File: config.mk
export PLATFORM = sky130hd
export DESIGN_NAME = seq_multiplier_n_flat
export DESIGN_NICKNAME = d
export VERILOG_FILES = /design/src/rtl/seq_multiplier_n_if.sv /design/src/rtl/seq_multiplier_n.sv /design/src/flat_wrapper.sv
export SDC_FILE = /design/constraint.sdc
export NUM_CORES = 1
export LEC_CHECK = 0
export BUFFER_PORTS_ARGS = -buffer_cell sky130_fd_sc_hd__buf_2
export CAP_MARGIN = 20
export CORE_ASPECT_RATIO = 0.5
export CORE_MARGIN = 2
export CORE_UTILIZATION = 52
export DETAILED_ROUTE_END_ITERATION = 8
export GPL_TIMING_DRIVEN = 0
export HOLD_SLACK_MARGIN = 0.02
export PLACE_DENSITY = 0.73
export SLEW_MARGIN = 10
export SYNTH_ARGS = -nofsm -noshare
export SYNTH_HDL_FRONTEND = slang
export SYNTH_SLANG_ARGS = --single-unit
File: constraint.sdc
create_clock -name clk -period 3.6 [get_ports clk]
set_clock_uncertainty 0.05 [all_clocks]
set_input_delay 0 -clock clk [delete_from_list [all_inputs] [get_ports clk]]
set_output_delay 0 -clock clk [all_outputs]
set_load 0.05 [all_outputs]
File: src/rtl/seq_multiplier_n_if.sv
// Handshake/operand bundle for seq_multiplier_n; SEQ_MUL_ACCUM_EN adds the accum request bit.
interface seq_multiplier_n_if #(
  parameter int unsigned WIDTH = 8
);
  logic                 start;
  logic                 sgn;
  logic [WIDTH-1:0]     a;
  logic [WIDTH-1:0]     b;
  logic                 busy;
  logic                 done;
  logic [2*WIDTH-1:0]   c;
`ifdef SEQ_MUL_ACCUM_EN
  logic                 accum;

  modport master (output start, sgn, a, b, accum, input busy, done, c);
  modport slave  (input start, sgn, a, b, accum, output busy, done, c);
`else
  modport master (output start, sgn, a, b, input busy, done, c);
  modport slave  (input start, sgn, a, b, output busy, done, c);
`endif
endinterface

File: src/rtl/seq_multiplier_n.sv
// Shift-add multiplier, WIDTH x WIDTH -> 2*WIDTH, one multiplier bit per clock, MSB first.
// Define SEQ_MUL_ACCUM_EN to enable accumulate mode (c_new = c_prev + product).
module seq_multiplier_n #(
  parameter int unsigned WIDTH = 8
) (
  input  logic                clk,
  input  logic                rst,
  seq_multiplier_n_if.slave   bus
);
  localparam int unsigned CW = (WIDTH > 1) ? $clog2(WIDTH) : 1;
  localparam logic [CW-1:0] LAST = CW'(WIDTH - 1);

  typedef enum logic [1:0] {IDLE, RUN, DONE} state_t;

  state_t               state, state_nx;
  logic                 accept;
  logic [CW-1:0]        cnt;
  logic [WIDTH-1:0]     a_mag, b_sh, a_abs, b_abs;
  logic                 neg;
  logic [2*WIDTH-1:0]   acc, acc_nx, prod;
`ifdef SEQ_MUL_ACCUM_EN
  logic                 accum_r;
`endif

  always_ff @(posedge clk) begin
    if (rst) state <= IDLE;
    else     state <= state_nx;
  end

  always_comb begin
    state_nx = state;
    accept   = 1'b0;
    unique case (state)
      IDLE: if (bus.start) begin
        accept   = 1'b1;
        state_nx = RUN;
      end
      RUN:  if (cnt == LAST) state_nx = DONE;
      DONE: begin
        if (bus.start) begin
          accept   = 1'b1;
          state_nx = RUN;
        end else begin
          state_nx = IDLE;
        end
      end
      default: state_nx = IDLE;
    endcase
  end

  assign bus.busy = (state == RUN);
  assign bus.done = (state == DONE);

  // Signed operands become magnitudes here; -2^(W-1) maps to 2^(W-1), still representable unsigned.
  always_comb begin
    a_abs = (bus.sgn && bus.a[WIDTH-1]) ? -bus.a : bus.a;
    b_abs = (bus.sgn && bus.b[WIDTH-1]) ? -bus.b : bus.b;
  end

  always_comb begin
    acc_nx = {acc[2*WIDTH-2:0], 1'b0} + (b_sh[WIDTH-1] ? {{WIDTH{1'b0}}, a_mag} : '0);
    prod   = neg ? -acc_nx : acc_nx;
  end

  always_ff @(posedge clk) begin
    if (rst) begin
      cnt   <= '0;
      acc   <= '0;
      a_mag <= '0;
      b_sh  <= '0;
      neg   <= 1'b0;
      bus.c <= '0;
`ifdef SEQ_MUL_ACCUM_EN
      accum_r <= 1'b0;
`endif
    end else if (accept) begin
      cnt   <= '0;
      acc   <= '0;
      a_mag <= a_abs;
      b_sh  <= b_abs;
      neg   <= bus.sgn & (bus.a[WIDTH-1] ^ bus.b[WIDTH-1]);
`ifdef SEQ_MUL_ACCUM_EN
      accum_r <= bus.accum;
`endif
    end else if (state == RUN) begin
      acc  <= acc_nx;
      b_sh <= {b_sh[WIDTH-2:0], 1'b0};
      cnt  <= cnt + CW'(1);
      // Result is committed on the final iteration edge, i.e. on entry to DONE.
      if (cnt == LAST) begin
`ifdef SEQ_MUL_ACCUM_EN
        bus.c <= (accum_r ? bus.c : '0) + prod;
`else
        bus.c <= prod;
`endif
      end
    end
  end
endmodule
File: src/flat_wrapper.sv
// flat-port wrapper written by rule: the top's interface ports become plain ports
module seq_multiplier_n_flat 
#(
  parameter int unsigned WIDTH = 8
)
  (clk, rst, bus_start, bus_sgn, bus_a, bus_b, bus_busy, bus_done, bus_c);
  seq_multiplier_n_if #(.WIDTH(WIDTH)) bus_i ();
  input  logic clk;
  input  logic rst;
  input wire logic [$bits(bus_i.start)-1:0] bus_start;
  input wire logic [$bits(bus_i.sgn)-1:0] bus_sgn;
  input wire logic [$bits(bus_i.a)-1:0] bus_a;
  input wire logic [$bits(bus_i.b)-1:0] bus_b;
  output wire logic [$bits(bus_i.busy)-1:0] bus_busy;
  output wire logic [$bits(bus_i.done)-1:0] bus_done;
  output wire logic [$bits(bus_i.c)-1:0] bus_c;
  assign bus_i.start = bus_start;
  assign bus_i.sgn = bus_sgn;
  assign bus_i.a = bus_a;
  assign bus_i.b = bus_b;
  assign bus_busy = bus_i.busy;
  assign bus_done = bus_i.done;
  assign bus_c = bus_i.c;
  seq_multiplier_n #(.WIDTH(WIDTH)) u_core (.clk(clk), .rst(rst), .bus(bus_i));
endmodule
==> flow_summary.json <==
{
  "tightest_slew_ns": 0.6161,
  "reg2reg_to": "u_core.bus.c[10]",
  "grt_pass1_wl_mm": 12.58,
  "n_fill_cell": 503,
  "drive_gt1_frac": 0.1381,
  "cts_max_level": 2,
  "cts_sinks": 53,
  "power.leakage_nw": 1.485,
  "cp_max_fo": 9,
  "cts_max_path_buffers": 2,
  "insertion_delay_ns": 0.29,
  "maxSlewHeadroom": 0.5892,
  "synth_edf_count": 0,
  "start_kind": "flop",
  "die_w_um": 113.9,
  "maxCapViolCount": 0,
  "worstRegToRegCells": 12,
  "ys.flop_type": "dfxtp_1",
  "fp.dieArea_um2": 6712,
  "synthArstFlopShare": 0,
  "coreArea_um2": 5658,
  "synth_nets": 425,
  "initial_utilization": 0.5548,
  "antenna_found_initial": 0,
  "finalSetupViolCount": 0,
  "syn_area_per_cell_um2": 8.008,
  "multi_input_area_um2": 1927,
  "portBuffers": 37,
  "drt-initial-drc-count": 150,
  "layout_common_cells": "53 x dfxtp_1, 52 x nor2_1, 51 x nand2_1",
  "hold_depth": 2,
  "status": "completed",
  "synth-seq-area-share": 0.3380,
  "peakVddDrop_uv": 214.3,
  "io_pins": 38,
  "end_kind": "flop",
  "n_antenna_cell": 0,
  "cts_root_buf": "clkbuf_16",
  "min_period_over_period": 0.9111,
  "syn-instance-count": 392,
  "drtAntennaViolNets": 0,
  "ctsResizeCount": 0,
  "synth_seq_cells": 53,
  "cpPeakStageDelay_ns": 0.56,
  "period_minus_slack_ns": 3.280,
  "drc": 0,
  "r2r_setup_slack_ns": 0.32,
  "path_class": "flop to flop",
  "clkTransAtPathRegs_ns": 0.07,
  "tritoncts": "done",
  "p_total_mw": 1.338,
  "hold_path_class": "input pin to flop",
  "cp_data_required_time_ns": 3.74,
  "viasPerCell": 5.579,
  "grtUsageTotal": 0.2365,
  "r2r-start": "u_core.b_sh[7]",
  "fp.dieH_um": 58.94,
  "num_rows": 19,
  "synth.distinct_cells": 58,
  "min_to": "u_core.state[1]",
  "syn_to_final_growth_pct": 17.58,
  "grt-ovfl-total": 0,
  "num_vias": 2912,
  "nNetsFinal": 481,
  "cts_made_buffers": 5,
  "crit_arrival_ns": 3.42,
  "synth-warning-count": 0,
  "grt_pass1_vias": 2726,
  "drtPass1Iterations": 4,
  "post_cts_buffers": 0,
  "timing.fmax_mhz": 304.9,
  "routedWlPerCell_um": 14.06,
  "dp_hpwl_mm": 5.621,
  "grt_max_degree": 18,
  "place.gp.congestion": 0.8605,
  "grt_setup_unrepaired": "no",
  "powerDensity_nw_per_um2": 362.4,
  "layout_commonest_cell": "dfxtp_1",
  "final_util": 0.6524,
  "final_max_slew_viol_count": 0,
  "setup_tns_ns": 0,
  "crit_chain": "and2_1 > ha_1 > inv_1 > fa_1 > nor2b_1 > o311a_1 > nor2_1 > xnor2_1 > or4b_1 > o21ai_0 > xor2_1 > a22o_1",
  "seqCellArea_um2": 1061,
  "cp_slowest_cell": "or4b_1",
  "hold_start": "rst",
  "finalHoldViolations": 0,
  "netlist_area_um2": 3139,
  "drt_wl_total_mm": 7.339
}
## routing by layer
layer / GRT usage / wire length [um] / vias up
met5: 0 / 0 / -
met4: 0.05052 / 59 / 0
met3: 0.03811 / 349 / 7
met2: 0.4123 / 3397 / 74
met1: 0.3164 / 3532 / 1341
li1: - / - / 1490
## timing repair
action	in CTS	in global routing
endpoints found under the setup margin	0	0
endpoints found under the hold margin	11	0
hold buffers	12	0
## worst max-delay path: cells and delay by family, from the launching register on
family	cells	cell delay (ns)
buf+inv	1	0.08
fa+ha+maj	2	0.62
simple gates	4	1.00
compound gates	3	0.66
xor+xnor	2	0.32
flops	1	0.43
## cell usage after synthesis, types with 3 or more instances
library cell | count | area share
a211oi_1 | 17 | 0.041
a21oi_1 | 25 | 0.040
a22o_1 | 6 | 0.017
a22oi_1 | 3 | 0.0072
a311oi_1 | 9 | 0.025
a31oi_1 | 3 | 0.0060
and2_1 | 8 | 0.016
clkbuf_1 | 16 | 0.019
dfxtp_1 | 53 | 0.34
ha_1 | 12 | 0.048
inv_1 | 12 | 0.014
nand2_1 | 51 | 0.061
nand2b_1 | 3 | 0.0060
nand3_1 | 10 | 0.016
nand4_1 | 3 | 0.0060
nor2_1 | 52 | 0.062
nor2b_1 | 6 | 0.012
nor3_1 | 8 | 0.013
o21ai_0 | 10 | 0.016
o21ai_1 | 3 | 0.0048
or3_1 | 3 | 0.0060
xnor2_1 | 17 | 0.047
xor2_1 | 18 | 0.050
## kinds of logic (layout without fill, tap and decap cells)
group           Yosys count  in the layout  share of synthesized area
compound gates           98             98                     0.2192
simple gates            157            157                     0.2312
buf+inv                  33             90                    0.04822
fa+ha+maj                13             13                    0.05420
mux                       2              2                   0.006377
flops                    53             53                     0.3380
xor+xnor                 36             36                     0.1028
## where the power goes
part / leakage, nW / internal (mW) / switching (mW) / total, mW
clock network: 0.0735 / 0.280 / 0.222 / 0.502
registers: 0.431 / 0.609 / 0.0163 / 0.625
logic: 0.980 / 0.0848 / 0.126 / 0.211
## how the worst max path moves through the flow
stage / start / end / slack (ns) / depth (start not counted)
finish: u_core.b_sh[7] / u_core.bus.c[10] / 0.32 / 12
global route: u_core.b_sh[7] / u_core.bus.c[10] / 0.01 / 12
CTS: u_core.b_sh[7] / u_core.bus.c[10] / 0.35 / 12
detailed placement: u_core.b_sh[7] / u_core.bus.c[10] / 0.39 / 12
global placement: u_core.b_sh[7] / u_core.bus.c[10] / 0.44 / 12
floorplan: u_core.b_sh[7] / u_core.bus.c[13] / 0.70 / 11
## stage by stage
step / cells / instance area (um^2) / setup slack [ns] / hold slack (ns)
3_5_place_dp: 502 / 3416 / 0.3852 / 0.2399
5_1_grt: 522 / 3691 / 0.01293 / 0.03623
3_3_place_gp: 502 / 3416 / 0.4359 / 0.2356
2_1_floorplan: 392 / 3139 / 0.7038 / 0.08596
4_1_cts: 522 / 3691 / 0.3477 / 0.02134
6_report: 522 / 3691 / 0.3202 / 0.01953
## cell type report
type	count	area share
Buffer	20	0.02780
Inverter	13	0.01322
Clock buffer	6	0.03763
Tap cell	73	0.02475
Sequential cell	53	0.2875
Timing Repair Buffer	49	0.08271
Clock inverter	2	0.004407
Multi-Input combinational cell	306	0.5220
## flip-flops by register name, summed over array words and instances (netlist names)
signal	cells
u_core.cnt	3
u_core.b_sh	8
u_core.neg	1
u_core.a_mag	8
u_core.bus.c	16
u_core.acc	15
u_core.state	2
Power figures use the tool's default switching activity.
